**config.mk**
```make
export PLATFORM = sky130hd
export DESIGN_NAME = ps2_host_tx_flat
export DESIGN_NICKNAME = d
export VERILOG_FILES = /design/src/rtl/ps2_host_tx_if.sv /design/src/rtl/ps2_host_tx.sv /design/src/flat_wrapper.sv
export SDC_FILE = /design/constraint.sdc
export NUM_CORES = 1
export LEC_CHECK = 0
export CORE_ASPECT_RATIO = 1.1
export CORE_UTILIZATION = 40
export DETAILED_ROUTE_END_ITERATION = 8
export SLEW_MARGIN = 20
export SYNTH_ARGS = -nofsm -noshare
export SYNTH_HDL_FRONTEND = slang
export SYNTH_SLANG_ARGS = --single-unit
export TNS_END_PERCENT = 30
```
**constraint.sdc**
```tcl
create_clock -name sys_clk -period 5.4 [get_ports sys_clk]
set_input_delay 1.35 -clock sys_clk [delete_from_list [all_inputs] [get_ports sys_clk]]
set_output_delay 1.35 -clock sys_clk [all_outputs]
set_load 0.01 [all_outputs]
```
**src/rtl/ps2_host_tx_if.sv**
```systemverilog
// Handshake and PS/2 line sense/drive bundle for ps2_host_tx.
// slave = transmitter side, master = user logic plus pin model.
interface ps2_host_tx_if #(
  parameter int WIDTH = 8
);
  logic [WIDTH-1:0] tx_data;
  logic             tx_start;
  logic             tx_busy;
  logic             tx_done;
  logic             tx_err;
  logic             ps2_key_clk;
  logic             ps2_key_data;
  logic             ps2_clk_oe;
  logic             ps2_data_oe;

  modport master (
    output tx_data, tx_start, ps2_key_clk, ps2_key_data,
    input  tx_busy, tx_done, tx_err, ps2_clk_oe, ps2_data_oe
  );

  modport slave (
    input  tx_data, tx_start, ps2_key_clk, ps2_key_data,
    output tx_busy, tx_done, tx_err, ps2_clk_oe, ps2_data_oe
  );
endinterface

```
**src/rtl/ps2_host_tx.sv**
```systemverilog
// Host-to-device PS/2 byte transmitter (request-to-send, odd parity, device ACK).
// Define PS2_TX_FILTER_EN to add an 8-sample glitch filter on the synchronized clock.
module ps2_host_tx #(
  parameter int WIDTH       = 8,
  parameter int INHIBIT_CYC = 5000,
  parameter int TIMEOUT_CYC = 750000
) (
  input logic          sys_clk,
  input logic          sys_rst_n,
  ps2_host_tx_if.slave bus
);

  localparam int MAX_CYC = (TIMEOUT_CYC > INHIBIT_CYC) ? TIMEOUT_CYC : INHIBIT_CYC;
  localparam int CNT_W   = $clog2(MAX_CYC + 1);

  localparam logic [CNT_W-1:0] INHIBIT_LAST = CNT_W'(INHIBIT_CYC - 1);
  localparam logic [CNT_W-1:0] START_AT     = CNT_W'(INHIBIT_CYC - 2);
  localparam logic [CNT_W-1:0] TIMEOUT_LAST = CNT_W'(TIMEOUT_CYC - 1);
  localparam logic [3:0]       LAST_BIT     = 4'(WIDTH + 1);

  typedef enum logic [2:0] {
    IDLE,
    INHIBIT,
    REQ,
    SHIFT,
    ACK,
    WAIT_IDLE
  } state_t;

  state_t           state, state_nxt;
  logic [CNT_W-1:0] cnt, cnt_nxt;
  logic [3:0]       bit_idx, bit_nxt;
  logic [WIDTH:0]   shift, shift_nxt;
  logic             data_oe_q, data_oe_nxt;
  logic             done_q, done_nxt;
  logic             err_q, err_nxt;

  logic [1:0] clk_sync;
  logic [1:0] data_sync;
  logic       clk_lvl;
  logic       clk_prev;
  logic       data_lvl;
  logic       fall;
  logic       timed_out;

  // Lines idle high, so synchronizers reset to 1 to avoid a false edge
  always_ff @(posedge sys_clk or negedge sys_rst_n) begin
    if (!sys_rst_n) begin
      clk_sync  <= 2'b11;
      data_sync <= 2'b11;
    end else begin
      clk_sync  <= {clk_sync[0], bus.ps2_key_clk};
      data_sync <= {data_sync[0], bus.ps2_key_data};
    end
  end

  assign data_lvl = data_sync[1];

`ifdef PS2_TX_FILTER_EN
  logic [2:0] filt_cnt;
  logic       clk_filt;

  // Level follows the synchronized clock only after 8 consecutive differing samples
  always_ff @(posedge sys_clk or negedge sys_rst_n) begin
    if (!sys_rst_n) begin
      filt_cnt <= 3'd0;
      clk_filt <= 1'b1;
    end else if (clk_sync[1] == clk_filt) begin
      filt_cnt <= 3'd0;
    end else if (filt_cnt == 3'd7) begin
      filt_cnt <= 3'd0;
      clk_filt <= clk_sync[1];
    end else begin
      filt_cnt <= filt_cnt + 3'd1;
    end
  end

  assign clk_lvl = clk_filt;
`else
  assign clk_lvl = clk_sync[1];
`endif

  always_ff @(posedge sys_clk or negedge sys_rst_n) begin
    if (!sys_rst_n) begin
      clk_prev <= 1'b1;
    end else begin
      clk_prev <= clk_lvl;
    end
  end

  assign fall      = clk_prev & ~clk_lvl;
  assign timed_out = (cnt == TIMEOUT_LAST);

  always_ff @(posedge sys_clk or negedge sys_rst_n) begin
    if (!sys_rst_n) begin
      state     <= IDLE;
      cnt       <= '0;
      bit_idx   <= 4'd0;
      shift     <= '0;
      data_oe_q <= 1'b0;
      done_q    <= 1'b0;
      err_q     <= 1'b0;
    end else begin
      state     <= state_nxt;
      cnt       <= cnt_nxt;
      bit_idx   <= bit_nxt;
      shift     <= shift_nxt;
      data_oe_q <= data_oe_nxt;
      done_q    <= done_nxt;
      err_q     <= err_nxt;
    end
  end

  // bit_idx counts device falling edges already serviced; edge 10 releases for the stop bit
  always_comb begin
    state_nxt   = state;
    cnt_nxt     = cnt + CNT_W'(1);
    bit_nxt     = bit_idx;
    shift_nxt   = shift;
    data_oe_nxt = data_oe_q;
    done_nxt    = 1'b0;
    err_nxt     = 1'b0;

    case (state)
      IDLE: begin
        cnt_nxt     = '0;
        data_oe_nxt = 1'b0;
        if (bus.tx_start) begin
          shift_nxt = {~^bus.tx_data, bus.tx_data};
          bit_nxt   = 4'd0;
          state_nxt = INHIBIT;
        end
      end

      INHIBIT: begin
        if (cnt == START_AT) begin
          data_oe_nxt = 1'b1;
        end
        if (cnt == INHIBIT_LAST) begin
          data_oe_nxt = 1'b1;
          cnt_nxt     = '0;
          state_nxt   = REQ;
        end
      end

      REQ: begin
        if (fall) begin
          data_oe_nxt = ~shift[0];
          shift_nxt   = {1'b0, shift[WIDTH:1]};
          bit_nxt     = 4'd1;
          cnt_nxt     = '0;
          state_nxt   = SHIFT;
        end else if (timed_out) begin
          data_oe_nxt = 1'b0;
          err_nxt     = 1'b1;
          state_nxt   = IDLE;
        end
      end

      SHIFT: begin
        if (fall) begin
          cnt_nxt = '0;
          if (bit_idx == LAST_BIT) begin
            data_oe_nxt = 1'b0;
            state_nxt   = ACK;
          end else begin
            data_oe_nxt = ~shift[0];
            shift_nxt   = {1'b0, shift[WIDTH:1]};
            bit_nxt     = bit_idx + 4'd1;
          end
        end else if (timed_out) begin
          data_oe_nxt = 1'b0;
          err_nxt     = 1'b1;
          state_nxt   = IDLE;
        end
      end

      ACK: begin
        if (fall) begin
          cnt_nxt = '0;
          if (data_lvl) begin
            err_nxt   = 1'b1;
            state_nxt = IDLE;
          end else begin
            state_nxt = WAIT_IDLE;
          end
        end else if (timed_out) begin
          data_oe_nxt = 1'b0;
          err_nxt     = 1'b1;
          state_nxt   = IDLE;
        end
      end

      WAIT_IDLE: begin
        if (clk_lvl && data_lvl) begin
          done_nxt  = 1'b1;
          state_nxt = IDLE;
        end else if (fall) begin
          cnt_nxt = '0;
        end else if (timed_out) begin
          data_oe_nxt = 1'b0;
          err_nxt     = 1'b1;
          state_nxt   = IDLE;
        end
      end

      default: begin
        data_oe_nxt = 1'b0;
        state_nxt   = IDLE;
      end
    endcase
  end

  assign bus.ps2_clk_oe  = (state == INHIBIT);
  assign bus.ps2_data_oe = data_oe_q;
  assign bus.tx_busy     = (state != IDLE);
  assign bus.tx_done     = done_q;
  assign bus.tx_err      = err_q;

endmodule

```
**src/flat_wrapper.sv**
```systemverilog
// flat-port wrapper written by rule: the top's interface ports become plain ports
module ps2_host_tx_flat 
#(
  parameter int WIDTH       = 8,
  parameter int INHIBIT_CYC = 5000,
  parameter int TIMEOUT_CYC = 750000
)
  (sys_clk, sys_rst_n, bus_tx_data, bus_tx_start, bus_ps2_key_clk, bus_ps2_key_data, bus_tx_busy, bus_tx_done, bus_tx_err, bus_ps2_clk_oe, bus_ps2_data_oe);
  ps2_host_tx_if #(.WIDTH(WIDTH)) bus_i ();
  input logic sys_clk;
  input logic sys_rst_n;
  input wire logic [$bits(bus_i.tx_data)-1:0] bus_tx_data;
  input wire logic [$bits(bus_i.tx_start)-1:0] bus_tx_start;
  input wire logic [$bits(bus_i.ps2_key_clk)-1:0] bus_ps2_key_clk;
  input wire logic [$bits(bus_i.ps2_key_data)-1:0] bus_ps2_key_data;
  output wire logic [$bits(bus_i.tx_busy)-1:0] bus_tx_busy;
  output wire logic [$bits(bus_i.tx_done)-1:0] bus_tx_done;
  output wire logic [$bits(bus_i.tx_err)-1:0] bus_tx_err;
  output wire logic [$bits(bus_i.ps2_clk_oe)-1:0] bus_ps2_clk_oe;
  output wire logic [$bits(bus_i.ps2_data_oe)-1:0] bus_ps2_data_oe;
  assign bus_i.tx_data = bus_tx_data;
  assign bus_i.tx_start = bus_tx_start;
  assign bus_i.ps2_key_clk = bus_ps2_key_clk;
  assign bus_i.ps2_key_data = bus_ps2_key_data;
  assign bus_tx_busy = bus_i.tx_busy;
  assign bus_tx_done = bus_i.tx_done;
  assign bus_tx_err = bus_i.tx_err;
  assign bus_ps2_clk_oe = bus_i.ps2_clk_oe;
  assign bus_ps2_data_oe = bus_i.ps2_data_oe;
  ps2_host_tx #(.WIDTH(WIDTH), .INHIBIT_CYC(INHIBIT_CYC), .TIMEOUT_CYC(TIMEOUT_CYC)) u_core (.sys_clk(sys_clk), .sys_rst_n(sys_rst_n), .bus(bus_i));
endmodule
```
==> results of run 1 <==
-- path summary, 6_finish.rpt --
check | slack, ns | endpoint | depth (start not counted) | startpoint
min in group asynchronous | 1.03 | u_core.bus.tx_done$_DFF_PN0_ | 1 | sys_rst_n
max reg2reg | 2.88 | u_core.cnt[2]$_DFF_PN0_ | 5 | u_core.cnt[11]$_DFF_PN0_
max | 1.97 | bus_ps2_clk_oe | 2 | u_core.state[0]$_DFFE_PN0P_
min reg2reg | 0.36 | u_core.clk_sync[1]$_DFF_PN1_ | 0 | u_core.clk_sync[0]$_DFF_PN1_
max in group asynchronous | 3.98 | u_core.data_sync[1]$_DFF_PN1_ | 1 | sys_rst_n
min | 0.36 | u_core.clk_sync[1]$_DFF_PN1_ | 0 | u_core.clk_sync[0]$_DFF_PN1_
-- layer usage --
layer	vias up	track usage (%)
met5	-	0
met4	0	5.741
met3	6	4.490
met2	19	28.29
met1	876	21.97
li1	910	-
-- final cells by class --
type / count / area (sq um) / area share, %
repair buffers: 18 / 175.2 / 6.560
clock inverters: 2 / 35.03 / 1.312
inverters: 10 / 37.54 / 1.406
multi-input cells: 191 / 1149 / 43.02
well taps: 75 / 93.84 / 3.515
flip-flops and latches: 44 / 1107 / 41.47
clock buffers: 6 / 72.57 / 2.718
-- sequential cells by signal, summed over array words and instances, names as in the netlist, 2 cells and up --
| signal | count |
|---|---|
| u_core.bit_idx | 4 |
| u_core.clk_sync | 2 |
| u_core.cnt | 20 |
| u_core.data_sync | 2 |
| u_core.shift | 9 |
| u_core.state | 3 |
-- worst max-delay path, cell delays in order (launching register included) --
cell	delay, ns
dfrtp_1	0.61
nor3b_1	0.52
clkdlybuf4s50_1	0.65
-- synthesized netlist by cell type, types with 2 or more instances --
cell type | count | area (sq um)
o21ai_0 | 7 | 35.03
a21oi_1 | 12 | 60.06
nand2_1 | 28 | 105.1
clkbuf_1 | 11 | 41.29
buf_6 | 2 | 22.52
dfrtp_1 | 39 | 975.9
nor3b_1 | 2 | 15.01
nand3_1 | 12 | 60.06
inv_1 | 10 | 37.54
xor2_1 | 6 | 52.55
nor4_1 | 2 | 12.51
nand4b_1 | 2 | 17.52
and4_1 | 2 | 17.52
nand2b_1 | 5 | 31.28
or3_1 | 2 | 12.51
ha_1 | 4 | 50.05
a31oi_1 | 12 | 75.07
o21a_1 | 3 | 22.52
nor3_1 | 10 | 50.05
dfstp_2 | 5 | 131.4
nor2b_1 | 4 | 25.02
nand4_1 | 4 | 25.02
xnor2_1 | 18 | 157.7
nor2_1 | 36 | 135.1
-- metrics by stage --
step	hold WS [ns]	util, %	instance area (sq um)	cells
floorplan	0.3452	-	2357	258
global route	0.3671	48.24	2670	346
CTS	0.3614	48.19	2668	346
global placement	0.3469	46.25	2560	338
detailed placement	0.3485	46.25	2560	338
finish	0.3595	48.24	2670	346
-- report_power, final --
group / switching [uW] / internal, uW
Combinational: 103 / 85.8
Sequential: 49.9 / 383
Clock: 110 / 137
-- cell families after synthesis --
group                    synth area share, %
AO/OA/AOI/OAI                          11.89
adder cells (fa/ha/maj)                2.123
XOR/XNOR                               8.917
multiplexers                          0.4777
flip-flops                             46.97
AND/OR/NAND/NOR                        25.32
buffers and inverters                  4.299
==> flow_summary.toml, run 1 <==
[outcome]
status = "complete, no violations"

[grt]
grt_pass1_vias = 1689
grt_pass1_wl_um = 7886
antenna_found_initial = 0
grt_max_degree = 45
gr-total-overflow = 0
grtUsageTotal_pct = 17.18

[timing]
final_hold_viol_count = 0
drv_slew = 0
timing.fmax_ghz = 0.2917
finalSetupTns_ns = 0
rsz0062_at_grt = "no"
relSlewSlack_pct = 38.38
timing.final.crit_share_pct = 63.48
tightest_slew_ns = 0.9243
min_period_ns = 3.428
setup_slack_ns = 1.972
setup_violations = 0
fin_skew_ns = 0.007492

[finish]
antenna_cells = 0
fillers = 560
layout_commonest_cell = "dfrtp_1"
final_cell_mix = "dfrtp_1 (39), nor2_1 (36), nand2_1 (28)"
drive_gt1_share_pct = 7.749
final_nets = 287
syn2layout_area_growth_pct = 13.27

[synthesis]
ys_seq_elements = 44
async_flop_share_pct = 100.0
netlist_area_sq_um = 2357
syn_avg_cell_area_sq_um = 9.137
synth_edf_count = 0
yosysUniqueCellTypes = 44
syn_inst = 258
ys_seq_area_share_pct = 46.97
syn_nets = 275
synthFlopType = "dfrtp_1"
synth_warnings = 0

[floorplanning]
fp.dieH_um = 82.52
die-area_sq_um = 6205
io-pin-count = 18
core.rowCount = 28
die_width_um = 75.20
start_util_pct = 42.59
core_area_sq_um = 5535

[route]
highest_layer = "met4"
vias = 1811
drt-total-wl_um = 4646
viasPerCell = 5.234
drtPass1Iterations = 4
routedWlPerCell_um = 13.43
wl_met1_um = 2270
met2_length_um = 2180
drcViolationCount = 0
antenna_left = 0
wl_met3_um = 127
first_iter_violations = 94

[placed_design]
port_buffers = 17
hpwl_um = 3167
gp_congestion = 0.8206
dp_slack_ns = 2.293

[cts]
post_cts_buffers = 0
ctsHoldBuffers = 0
clkSinkCount = 44
cts_inserted_buffers = 5
cts_tree = "done"
clockBufferDepth = 2
cts.reportedPaths.clkPinSlew_ns = 0.08
cts_max_level = 2
clk_latency_ns = 0.30
cts-root-buf = "clkbuf_8"
cts_resized = 0

[pwr]
p_leak_uw = 0.001073
total_power_uw = 870.2
power_density_nw_per_um2 = 325.9
max-vdd-ir-drop_uv = 115.9

[worst_hold_path]
hp-class = "reg -> reg"

[worst_setup_path]
path_class = "reg -> out"
worst_setup_path_start_kind = "flop"
cp-end-kind = "output port"
cp_max_fo = 15
critPathRequiredTime_ns = 4.05
arrival_ns = 2.08

[job]
drv_cap = 0
Power figures use the tool's default switching activity.
==> run 2, diff against run 1 <==
==> constraint.sdc (replaced) <==
create_clock -name sys_clk -period 3.24 [get_ports sys_clk]
set_input_delay 0.81 -clock sys_clk [delete_from_list [all_inputs] [get_ports sys_clk]]
set_output_delay 0.81 -clock sys_clk [all_outputs]
set_load 0.01 [all_outputs]
==> flow_summary.toml, run 2 (same netlist as run 1, synthesis figures left out) <==
[route]
drcViolationCount = 0
drtPass1Iterations = 4
first_iter_violations = 144
viasPerCell = 5.203
routedWlPerCell_um = 13.24
drt-total-wl_um = 4633
vias = 1821
antenna_left = 0

[finish]
final_cell_mix = "dfrtp_1 (39), nor2_1 (36), nand2_1 (28)"
final_nets = 291
largestRegisters = "u_core.cnt x20, u_core.shift x9, u_core.bit_idx x4"
antenna_cells = 0
top_register = "u_core.cnt"
largest_register_ffs = 20
drive_gt1_share_pct = 9.091
syn2layout_area_growth_pct = 14.54
stdcell_count = 350
layout_commonest_cell = "dfrtp_1"

[timing]
tightest_slew_ns = 0.5454
timing.final.crit_share_pct = 82.23
timing.fmax_ghz = 0.3754
min_period_ns = 2.664
setup_slack_ns = 0.5758
final_hold_viol_count = 0
hold-worst-slack_ns = 0.3594
relSlewSlack_pct = 63.64
fin_skew_ns = 0.006337
finalSetupTns_ns = 0
drv_slew = 0
rsz0062_at_grt = "no"
setup_violations = 0

[cts]
cts_tree = "done"
clkSinkCount = 44
cts_inserted_buffers = 5
cts.reportedPaths.clkPinSlew_ns = 0.08
clk_latency_ns = 0.30
clockBufferDepth = 2
cts-root-buf = "clkbuf_8"
cts_max_level = 2
ctsHoldBuffers = 0
post_cts_buffers = 0
cts_resized = 0

[pwr]
total_power_uw = 1471
power_density_nw_per_um2 = 544.8
p_leak_uw = 0.001093
max-vdd-ir-drop_uv = 226.8

[worst_setup_path]
worst_setup_path_start_kind = "flop"
path_cells = "nor3b_1 > buf_4 > clkdlybuf4s50_1"
arrival_ns = 1.85
slowest_stage = "dfrtp_1"
cp-end-kind = "output port"
cp_max_fo = 15
critPathRequiredTime_ns = 2.43
max_stage_delay_ns = 0.62
path_class = "reg -> out"

[floorplanning]
start_util_pct = 42.59
io-pin-count = 18
core_area_sq_um = 5535
fp.dieH_um = 82.52
die_width_um = 75.20
core.rowCount = 28
die-area_sq_um = 6205

[grt]
grt_pass1_wl_um = 7900
grtUsageTotal_pct = 17.13
antenna_found_initial = 0
grt_pass1_vias = 1673
grt_max_degree = 45
gr-total-overflow = 0

[placed_design]
dp_slack_ns = 0.8616
hpwl_um = 3182
port_buffers = 17
dp.cells = 342
gp_congestion = 0.7762

[job]
drv_cap = 0

[worst_hold_path]
hp-class = "reg -> reg"

[outcome]
status = "complete, no violations"
## run 2: power breakdown
| group | internal (uW) | leakage (uW) | switching (uW) |
|---|---|---|---|
| Clock | 229 | 0.0000552 | 187 |
| Sequential | 639 | 0.000564 | 81.5 |
| Combinational | 159 | 0.000474 | 176 |
## run 2: routing by layer
metal / global-route usage (%) / up-vias / routed length [um]
met2: 27.03 / 27 / 2111
met5: 0 / - / 0
met3: 2.549 / 7 / 140
li1: - / 919 / -
met1: 23.71 / 868 / 2299
met4: 6.667 / 0 / 82
## run 2: metrics by stage
stage | util (%) | instance area, sq um
4_1_cts | 48.73 | 2698
5_1_grt | 48.78 | 2700
6_report | 48.78 | 2700
3_5_place_dp | 46.79 | 2590
3_3_place_gp | 46.79 | 2590
2_1_floorplan | - | 2357
## run 2: worst paths after layout
path | slack [ns] | start | cells past startpoint | end
worst max register to register | 1.13 | u_core.cnt[11]$_DFF_PN0_ | 6 | u_core.cnt[8]$_DFF_PN0_
min in group asynchronous | 0.50 | sys_rst_n | 1 | u_core.bus.ps2_data_oe$_DFFE_PN0P_
worst min register to register | 0.36 | u_core.clk_sync[0]$_DFF_PN1_ | 0 | u_core.clk_sync[1]$_DFF_PN1_
worst max-delay path | 0.58 | u_core.state[0]$_DFFE_PN0P_ | 3 | bus_ps2_clk_oe
max in group asynchronous | 2.37 | sys_rst_n | 1 | u_core.data_sync[1]$_DFF_PN1_
worst min-delay path | 0.36 | u_core.clk_sync[0]$_DFF_PN1_ | 0 | u_core.clk_sync[1]$_DFF_PN1_
## run 2: layout make-up
class                           instances  area [sq um]
Fill cell                             576          2835
Inverter                               10         37.54
Clock inverter                          2         35.03
Timing Repair Buffer                   22         205.2
Tap cell                               75         93.84
Sequential cell                        44          1107
Clock buffer                            6         72.57
Multi-Input combinational cell        191          1149
## run 2: worst max-delay path: cells and delay by family, from the launching register on
family	cells	cell delay, ns
buffers and inverters	2	0.70
DFF	1	0.62
and+or+nand+nor	1	0.24
